===== config.mk =====
export PLATFORM = sky130hd
export DESIGN_NAME = calc_key_sequencer
export DESIGN_NICKNAME = d
export VERILOG_FILES = /design/src/rtl/calc_pkg.sv /design/src/rtl/calc_digit_acc.sv /design/src/rtl/calc_key_sequencer.sv
export SDC_FILE = /design/constraint.sdc
export NUM_CORES = 1
export LEC_CHECK = 0
export BUFFER_PORTS_ARGS = -buffer_cell sky130_fd_sc_hd__buf_2
export CORE_UTILIZATION = 53
export CTS_BUF_LIST = sky130_fd_sc_hd__clkbuf_2 sky130_fd_sc_hd__clkbuf_4 sky130_fd_sc_hd__clkbuf_8
export DETAILED_ROUTE_END_ITERATION = 6
export GPL_TIMING_DRIVEN = 0
export PLACE_DENSITY = 0.87
export SYNTH_ARGS = -nofsm -noshare
export SYNTH_HDL_FRONTEND = slang
export SYNTH_SLANG_ARGS = --single-unit

===== constraint.sdc =====
create_clock -name clk -period 4 [get_ports clk]
set_clock_uncertainty 0.1 [all_clocks]
set_input_delay 0.4 -clock clk [delete_from_list [all_inputs] [get_ports clk]]
set_output_delay 0.4 -clock clk [all_outputs]
set_load 0.02 [all_outputs]

===== src/rtl/calc_pkg.sv =====
// Shared definitions for the calculator key sequencer: key codes, operand width, state type.
package calc_pkg;

    localparam int unsigned OPERAND_W = 7;

    localparam logic [3:0] KEY_PLUS  = 4'd10;
    localparam logic [3:0] KEY_MINUS = 4'd11;
    localparam logic [3:0] KEY_EQ    = 4'd12;
    localparam logic [3:0] KEY_CLR   = 4'd13;

    typedef enum logic [1:0] {
        StNum1,
        StNum2,
        StExec,
        StDone
    } calc_state_e;

    // Codes 0-9 are decimal digits.
    function automatic logic is_digit(input logic [3:0] code);
        return code <= 4'd9;
    endfunction

endpackage


===== src/rtl/calc_digit_acc.sv =====
// Decimal digit accumulator: appends one digit to an operand, refusing results above max.
module calc_digit_acc (
    input  logic [6:0] cur,
    input  logic [3:0] digit,
    input  logic [6:0] max,
    output logic [6:0] next,
    output logic       ovf
);

    logic [10:0] cand;

    // Wide enough for 127*10+15, so the comparison never sees a wrapped value.
    always_comb begin
        cand = 11'(cur) * 11'd10 + 11'(digit);
        ovf  = cand > 11'(max);
        next = ovf ? cur : cand[6:0];
    end

endmodule


===== src/rtl/calc_key_sequencer.sv =====
// Keypad sequencer for the two-operand add/sub calculator datapath.
// Optional idle auto-clear is enabled by defining CALC_TIMEOUT_EN.
module calc_key_sequencer
    import calc_pkg::*;
#(
    parameter int unsigned MAX_VAL        = 99,
    parameter int unsigned TIMEOUT_CYCLES = 1000000
) (
    input  logic       clk,
    input  logic       rst_n,
    input  logic       key_valid,
    input  logic [3:0] key_code,
    output logic       key_ready,
    output logic [6:0] num1,
    output logic [6:0] num2,
    output logic       cal_mode,
    output logic       disp_mode,
    output logic       result_valid,
    output logic       key_reject
);

    calc_state_e state_q, state_d;
    logic [6:0]  num1_q, num1_d;
    logic [6:0]  num2_q, num2_d;
    logic        cal_mode_q, cal_mode_d;
    logic        disp_mode_q, disp_mode_d;
    logic        result_valid_q, result_valid_d;
    logic        key_reject_q, key_reject_d;

    logic        accept;
    logic        clear_req;
    logic        timeout_hit;
    logic [6:0]  acc_cur;
    logic [6:0]  acc_next;
    logic        acc_ovf;

    assign key_ready = (state_q != StExec);
    assign accept    = key_valid & key_ready;

    // One accumulator serves both operands; NUM2 is the only state that edits num2.
    assign acc_cur = (state_q == StNum2) ? num2_q : num1_q;

    calc_digit_acc u_digit_acc (
        .cur   (acc_cur),
        .digit (key_code),
        .max   (OPERAND_W'(MAX_VAL)),
        .next  (acc_next),
        .ovf   (acc_ovf)
    );

`ifdef CALC_TIMEOUT_EN
    localparam int unsigned CntW = $clog2(TIMEOUT_CYCLES + 1);
    localparam logic [CntW-1:0] CntLast = CntW'(TIMEOUT_CYCLES - 1);

    logic [CntW-1:0] idle_cnt_q, idle_cnt_d;

    assign timeout_hit = (idle_cnt_q == CntLast) && (state_q != StExec);

    // Idle counter saturates at its terminal value so an EXEC cycle cannot wrap it.
    always_comb begin
        idle_cnt_d = idle_cnt_q;
        if (accept || timeout_hit) begin
            idle_cnt_d = '0;
        end else if (idle_cnt_q != CntLast) begin
            idle_cnt_d = idle_cnt_q + CntW'(1);
        end
    end

    // Idle counter register.
    always_ff @(posedge clk) begin
        if (!rst_n) begin
            idle_cnt_q <= '0;
        end else begin
            idle_cnt_q <= idle_cnt_d;
        end
    end
`else
    logic unused_timeout;
    assign unused_timeout = ^TIMEOUT_CYCLES;
    assign timeout_hit    = 1'b0;
`endif

    // Key decode and next-state; clear_req folds clear key and timeout into one reset path.
    always_comb begin
        state_d        = state_q;
        num1_d         = num1_q;
        num2_d         = num2_q;
        cal_mode_d     = cal_mode_q;
        disp_mode_d    = disp_mode_q;
        result_valid_d = result_valid_q;
        key_reject_d   = 1'b0;
        clear_req      = 1'b0;

        unique case (state_q)
            StNum1: begin
                if (accept) begin
                    if (is_digit(key_code)) begin
                        if (acc_ovf) key_reject_d = 1'b1;
                        else         num1_d = acc_next;
                    end else if (key_code == KEY_PLUS || key_code == KEY_MINUS) begin
                        cal_mode_d  = (key_code == KEY_PLUS);
                        num2_d      = '0;
                        disp_mode_d = 1'b1;
                        state_d     = StNum2;
                    end else if (key_code == KEY_CLR) begin
                        clear_req = 1'b1;
                    end else begin
                        key_reject_d = 1'b1;
                    end
                end
            end
            StNum2: begin
                if (accept) begin
                    if (is_digit(key_code)) begin
                        if (acc_ovf) key_reject_d = 1'b1;
                        else         num2_d = acc_next;
                    end else if (key_code == KEY_PLUS || key_code == KEY_MINUS) begin
                        cal_mode_d = (key_code == KEY_PLUS);
                    end else if (key_code == KEY_EQ) begin
                        state_d = StExec;
                    end else if (key_code == KEY_CLR) begin
                        clear_req = 1'b1;
                    end else begin
                        key_reject_d = 1'b1;
                    end
                end
            end
            StExec: begin
                // Datapath settles during this cycle; the result is final from the next.
                state_d        = StDone;
                result_valid_d = 1'b1;
            end
            StDone: begin
                if (accept) begin
                    if (is_digit(key_code)) begin
                        num1_d         = {3'b000, key_code};
                        num2_d         = '0;
                        cal_mode_d     = 1'b1;
                        disp_mode_d    = 1'b0;
                        result_valid_d = 1'b0;
                        state_d        = StNum1;
                    end else if (key_code == KEY_CLR) begin
                        clear_req = 1'b1;
                    end else begin
                        key_reject_d = 1'b1;
                    end
                end
            end
            default: begin
                clear_req = 1'b1;
            end
        endcase

        if (timeout_hit) begin
            clear_req = 1'b1;
        end

        if (clear_req) begin
            state_d        = StNum1;
            num1_d         = '0;
            num2_d         = '0;
            cal_mode_d     = 1'b1;
            disp_mode_d    = 1'b0;
            result_valid_d = 1'b0;
            key_reject_d   = 1'b0;
        end
    end

    // State and output registers; reset wins over any key or pending EXEC.
    always_ff @(posedge clk) begin
        if (!rst_n) begin
            state_q        <= StNum1;
            num1_q         <= '0;
            num2_q         <= '0;
            cal_mode_q     <= 1'b1;
            disp_mode_q    <= 1'b0;
            result_valid_q <= 1'b0;
            key_reject_q   <= 1'b0;
        end else begin
            state_q        <= state_d;
            num1_q         <= num1_d;
            num2_q         <= num2_d;
            cal_mode_q     <= cal_mode_d;
            disp_mode_q    <= disp_mode_d;
            result_valid_q <= result_valid_d;
            key_reject_q   <= key_reject_d;
        end
    end

    assign num1         = num1_q;
    assign num2         = num2_q;
    assign cal_mode     = cal_mode_q;
    assign disp_mode    = disp_mode_q;
    assign result_valid = result_valid_q;
    assign key_reject   = key_reject_q;

endmodule


==> impl_metrics.py, run 1 <==
metrics = {
    "outcome": {
        "status": "complete, but fails checks",
        "violations": "design-rule violations",
    },
    "route": {
        "antenna_left": 0,
        "wl_microns": 5120,
        "routed.top_layer": "met4",
        "wirelength_met1_microns": 2060,
        "dr.pass1.iters": 7,
        "drt_iter0_drc": 206,
        "wl_met2_microns": 2300,
        "vias_per_cell": 6.38,
        "drc": 7,
        "wl_per_cell_microns": 17.8,
        "num_vias": 1838,
        "wl_met3_microns": 498,
    },
    "power": {
        "ir_worst_vdd_uv": 437,
        "swShare_pct": 49.1,
        "p_leak_nw": 0.928,
        "clkPwrFrac_pct": 6.9,
        "p_switching_w": 0.000852,
        "power_frac_seq_pct": 16.4,
        "pwr_density_cell_nw_per_um2": 797,
        "power_frac_comb_pct": 76.8,
        "p_int_w": 0.000883,
    },
    "worst_setup_path": {
        "worstPathArrival_ns": 4.05,
        "max_stage_delay_ns": 0.49,
        "crit_fanout": 6,
        "critPathTopFamily": "compound AO/OA/AOI/OAI gates",
        "reg2reg_from": "state_q[1]",
        "cp-end-kind": "flip-flop",
        "worstSetupStartpointType": "flip-flop",
        "path_class": "flip-flop to flip-flop",
        "cp_common_cell": "buf_8",
        "r2r_setup_slack_ns": 0.09,
        "cpMaxStageDelayCell": "or4_4",
        "worstPathCellList": "inv_2, ha_4, buf_8, buf_8, mux2_4, buf_12, ha_4, fa_2, xor2_2, o2111ai_2, or4_4, a2111oi_4, a21o_4, buf_8, nand4_1, o21ai_0",
        "cp_num_buf_inv": 5,
        "cp-startpoint": "state_q[1]",
        "cp.required_ns": 4.14,
    },
    "logic_synthesis": {
        "syn-num-nets": 230,
        "synthesis.area_sq_um": 1680,
        "synth_top_family_by_area": "compound AO/OA/AOI/OAI gates",
        "synth_mux_area_share_pct": 5.82,
        "ys_warn_count": 0,
        "ys_seq_area_share_pct": 23.9,
        "synthXorXnorAreaFrac_pct": 3.13,
        "yosys.area_share.adder_pct": 15.1,
        "synth-seq-cells": 20,
        "synth-simple-area-share_pct": 17.9,
        "syn_area_per_cell_sq_um": 8.22,
        "synth-compound-area-share_pct": 28.8,
        "ys_types": 50,
        "synthCells": 204,
    },
    "global_routing": {
        "grt_max_degree": 12,
        "antenna_found_initial": 0,
        "grt_pass1_wl_microns": 7540,
        "first_global_vias": 1568,
        "grt.total_usage_pct": 29.3,
        "gr-total-overflow": 0,
    },
    "cells_and_area": {
        "area_delta_synth_final_pct": 29.8,
        "drive_above_1_share_pct": 30.7,
        "diodes": 0,
        "finalNetCount": 271,
        "post-route-util_pct": 71.9,
    },
    "sta": {
        "max_freq_mhz": 256,
        "relSlewSlack_pct": 38.4,
        "min_period_ns": 3.91,
        "tightestPinTransition_ns": 0.919,
        "finalCritPeriodShare_pct": 97.8,
        "setup_viol": 0,
        "finalHoldViolCount": 0,
        "holdWs_ns": 0.315,
        "slew_viol_final": 0,
        "tns_ns": 0,
    },
    "cts": {
        "cts_tree": "done",
        "clk_latency_ns": 0.30,
        "clk_pin_slew_ns": 0.12,
        "clockBufferDepth": 2,
        "cts.sinks": 20,
        "cts_hold_buf": 0,
        "ctsRootBufferMaster": "clkbuf_4",
        "cts_buffers": 3,
        "htree_levels": 1,
    },
    "floorplan": {
        "start_util_pct": 55.4,
        "fp.dieH_microns": 58.3,
        "die_area_sq_um": 3390,
        "core_area_sq_um": 3030,
        "row_count": 20,
        "die-width_microns": 58.3,
        "ios": 26,
    },
    "worst_hold_path": {
        "min-delay-start": "key_code[0]",
        "hold_class": "input port to flip-flop",
    },
    "placement": {
        "dp_hpwl_microns": 3340,
        "place.gp.congestion": 0.946,
        "io_buffers": 25,
    },
    "run": {
        "maxCapViolCount": 0,
    },
}
registers in the layout, summed over array words and instances (netlist names):
register      flops
state_q           2
key_reject        1
num1              7
cal_mode          1
disp_mode         1
num2              7
result_valid      1
path summary, 6_finish.rpt:
check                                to  cells past startpoint
worst max-delay path            num1[4]                     16
worst min-delay path            num2[0]                      3
worst max register to register  num1[4]                     16
worst min register to register  num1[4]                      2
tightest hold or removal path, stage by stage:
cell     delay, ns
buf_2         0.14
nand4_1       0.07
a21oi_1       0.06
per-layer routing:
layer	GRT usage (%)	up-vias
met5	0	-
met4	9.18	0
met3	6.70	40
met2	48.3	136
met1	38.0	817
li1	-	845
cell families after synthesis:
group,after synthesis
compound gates,71
xor+xnor,6
fa+ha+maj,19
buf+inv,20
flops,20
mux,9
simple gates,59
synthesized netlist by cell type, drive strengths merged:
master   instances  area share (%)
a21oi           20             6.0
dfxtp           20              24
o21ai           18             5.4
ha              17              13
nand2           16             3.6
nor2            13             3.1
inv             12             2.7
a211oi           8             3.9
mux2             6             4.0
nand3            6             1.8
nor3             5             1.5
a21o             4             2.3
buf              4             1.9
clkbuf           4            0.89
nand4            4             1.5
o21a             4             1.8
o221ai           4             2.1
xor2             4             2.1
and3             3             1.1
mux2i            3             1.8
a2111oi          2             2.2
a31oi            2            0.75
and2             2            0.75
fa               2             2.4
nand4b           2             1.0
nor2b            2            0.75
o22ai            2            0.75
xnor2            2             1.0
a211o            1            0.52
a22oi            1            0.45
a311oi           1            0.52
a32o             1            0.60
and4b            1            0.60
nand3b           1            0.45
nor4             1            0.37
o2111ai          1            0.52
o21bai           1            0.45
o311a            1            0.67
or2              1            0.37
or3              1            0.37
or4              1            0.67
through the flow:
step | instances | cell area, sq um | worst slack (ns) | total power, W
after floorplan | 204 | 1680 | 0.00452 | 0.00103
after global placement | 273 | 1860 | -0.476 | 0.00123
after detailed placement | 273 | 1860 | -0.581 | 0.00126
after CTS | 282 | 2030 | 0.0432 | 0.00152
after global routing | 288 | 2180 | -0.0212 | 0.00183
final | 288 | 2180 | 0.0879 | 0.00173
power groups by stage:
stage / Sequential [W] / Combinational [W] / Clock [W]
after floorplan: 0.000331 / 0.000702 / 0
after global placement: 0.000282 / 0.000948 / 0
after detailed placement: 0.000285 / 0.000975 / 0
after CTS: 0.000280 / 0.00112 / 0.000121
after global routing: 0.000289 / 0.00142 / 0.000129
final: 0.000284 / 0.00133 / 0.000119
timing repair:
| action | in CTS | in global routing |
|---|---|---|
| gates cloned | 1 | 1 |
| pin swaps | 6 | 8 |
| setup buffers | 4 | 5 |
| endpoints found under the setup margin | 15 | 14 |
| resized for setup | 18 | 15 |
layout make-up:
type	count	area, sq um
fill	237	851
inverter	12	45.0
buffer	8	71.3
multi-input combinational	164	1310
timing repair buffer	36	260
tap	44	55.1
clock buffer	4	36.3
sequential	20	403
cells in the final DEF, fill, tap and decap left out, types with 6 or more instances in the layout:
master / count
nand3_1: 6
nand2_1: 16
a21oi_1: 18
inv_1: 11
buf_4: 8
nor2_1: 12
ha_1: 12
buf_2: 25
a211oi_1: 6
o21ai_0: 14
dfxtp_1: 18
(Power assumes the default switching activity.)
==> run 2: changes to the inputs <==
--- a/config.mk
+++ b/config.mk
@@ -9,6 +9,8 @@
 export CORE_UTILIZATION = 53
 export CTS_BUF_LIST = sky130_fd_sc_hd__clkbuf_2 sky130_fd_sc_hd__clkbuf_4 sky130_fd_sc_hd__clkbuf_8
+export CTS_CLUSTER_DIAMETER = 80
 export DETAILED_ROUTE_END_ITERATION = 6
 export GPL_TIMING_DRIVEN = 0
+export HOLD_SLACK_MARGIN = 0.02
 export PLACE_DENSITY = 0.87
 export SYNTH_ARGS = -nofsm -noshare
==> constraint.sdc (replaced) <==
create_clock -name clk -period 4 [get_ports clk]
set_clock_uncertainty 0.1 [all_clocks]
set_input_delay 0.4 -clock clk [delete_from_list [all_inputs] [get_ports clk]]
set_output_delay 0.4 -clock clk [all_outputs]
set_load 0.1 [all_outputs]
==> impl_metrics.py, run 2 (synthesis results as in run 1) <==
metrics = {
    "sta": {
        "finalCritPeriodShare_pct": 98.1,
        "finalHoldViolCount": 0,
        "max_freq_mhz": 255,
        "slew_viol_final": 0,
        "finalWorstSetupSlack_ns": 0.0750,
        "tightestPinTransition_ns": 0.922,
        "min_period_ns": 3.93,
        "relSlewSlack_pct": 38.2,
        "setup_viol": 0,
    },
    "floorplan": {
        "row_count": 20,
        "core_area_sq_um": 3030,
        "die_area_sq_um": 3390,
        "start_util_pct": 55.4,
        "fp.dieH_microns": 58.3,
        "die-width_microns": 58.3,
        "ios": 26,
    },
    "worst_setup_path": {
        "critPathTopFamily": "adder cells",
        "crit_fanout": 7,
        "max_stage_delay_ns": 0.55,
        "worstSetupStartpointType": "flip-flop",
        "cp_common_cell": "ha_4",
        "path_class": "flip-flop to flip-flop",
        "cp-end-kind": "flip-flop",
        "cp.required_ns": 4.10,
        "cp_num_buf_inv": 5,
        "worstPathArrival_ns": 4.02,
        "cpMaxStageDelayCell": "or4_4",
        "worstPathCellList": "inv_2, ha_4, buf_8, buf_12, mux2_4, ha_4, ha_4, fa_2, xor2_2, o2111ai_2, or4_4, a2111oi_4, a21o_4, buf_8, buf_4, o21ai_0",
    },
    "cts": {
        "ctsRootBufferMaster": "clkbuf_4",
        "cts.sinks": 20,
        "clockBufferDepth": 2,
        "cts_hold_buf": 0,
        "cts_buffers": 3,
        "clk_pin_slew_ns": 0.11,
        "htree_levels": 1,
        "clk_latency_ns": 0.30,
        "cts_tree": "done",
    },
    "placement": {
        "dp_slack_ns": -0.469,
        "place.gp.congestion": 0.947,
        "dp_hpwl_microns": 3130,
        "io_buffers": 25,
    },
    "power": {
        "power_frac_seq_pct": 14.4,
        "p_int_w": 0.000900,
        "swShare_pct": 54.9,
        "clkPwrFrac_pct": 4.7,
        "pwr_density_cell_nw_per_um2": 904,
        "ir_worst_vdd_uv": 644,
        "p_switching_w": 0.00109,
        "power_frac_comb_pct": 80.9,
        "power.total_w": 0.00199,
        "p_leak_nw": 0.944,
    },
    "cells_and_area": {
        "finalNetCount": 276,
        "post-route-util_pct": 72.9,
        "drive_above_1_share_pct": 33.9,
        "area_delta_synth_final_pct": 31.5,
        "final_common_cell": "buf_2",
        "nFillCells": 217,
        "diodes": 0,
        "mostFrequentLayoutCells": "buf_2, a21oi_1, nand2_1, buf_4",
    },
    "global_routing": {
        "grt.total_usage_pct": 27.0,
        "grt_pass1_wl_microns": 7070,
        "first_global_vias": 1502,
        "grt_max_degree": 11,
        "antenna_found_initial": 0,
        "gr-total-overflow": 0,
    },
    "run": {
        "maxCapViolCount": 0,
    },
    "outcome": {
        "status": "completed",
    },
    "route": {
        "wl_per_cell_microns": 17.0,
        "num_vias": 1835,
        "drc": 0,
        "wl_microns": 4960,
        "vias_per_cell": 6.28,
        "dr.pass1.iters": 5,
        "antenna_left": 0,
        "drt_iter0_drc": 147,
    },
    "worst_hold_path": {
        "hold_class": "input port to flip-flop",
    },
}
[run 2: final cells by class]
cell class / instances / area [sq um] / share of cell area [%]
timing repair buffer: 41 / 280 / 12.7
clock buffer: 3 / 22.5 / 1.02
buffer: 8 / 80.1 / 3.63
multi-input combinational: 164 / 1310 / 59.5
sequential: 20 / 410 / 18.6
inverter: 12 / 45.0 / 2.04
tap: 44 / 55.1 / 2.50
[run 2: per-layer routing]
layer | GRT usage (%) | part of all wire, % | routed length [microns]
met5 | 0 | 0 | 0
met4 | 2.72 | 1.4 | 69
met3 | 6.25 | 10 | 508
met2 | 44.2 | 46 | 2310
met1 | 37.7 | 42 | 2080
[run 2: repair_timing]
item,CTS,global route
setup buffers,5,9
gates resized for setup,14,25
setup endpoints to repair,15,13
pin swaps,5,8
gates cloned,0,2
[run 2: worst paths after layout]
| path | from | endpoint | cells past startpoint | slack, ns |
|---|---|---|---|---|
| hold reg to reg | num1[6] | num1[6] | 2 | 0.38 |
| setup reg to reg | state_q[1] | num1[6] | 16 | 0.07 |
| hold / removal | key_code[0] | num1[0] | 3 | 0.30 |
| setup / recovery | state_q[1] | num1[6] | 16 | 0.07 |
[run 2: per-stage QoR]
step           area, sq um  hold WS, ns  cells  TNS, ns
5_1_grt               2210        0.321    292   -0.133
4_1_cts               1980        0.293    281        0
3_5_place_dp          1870        0.356    273    -5.29
3_3_place_gp          1870        0.354    273    -4.84
6_report              2210        0.303    292        0
2_1_floorplan         1690        0.422    204        0
[run 2: power groups by stage]
| stage | clock, W | sequential (W) | combinational, W |
|---|---|---|---|
| after global routing | 0.000101 | 0.000294 | 0.00171 |
| after detailed placement | 0 | 0.000288 | 0.00122 |
| after global placement | 0 | 0.000285 | 0.00120 |
| after CTS | 0.0000969 | 0.000284 | 0.00133 |
| final | 0.0000940 | 0.000288 | 0.00161 |
| after floorplan | 0 | 0.000579 | 0.000712 |
[run 2: worst min-delay path: stages]
cell and delay (ns):
buf_2 0.14, nand3_1 0.07, o21ai_0 0.06
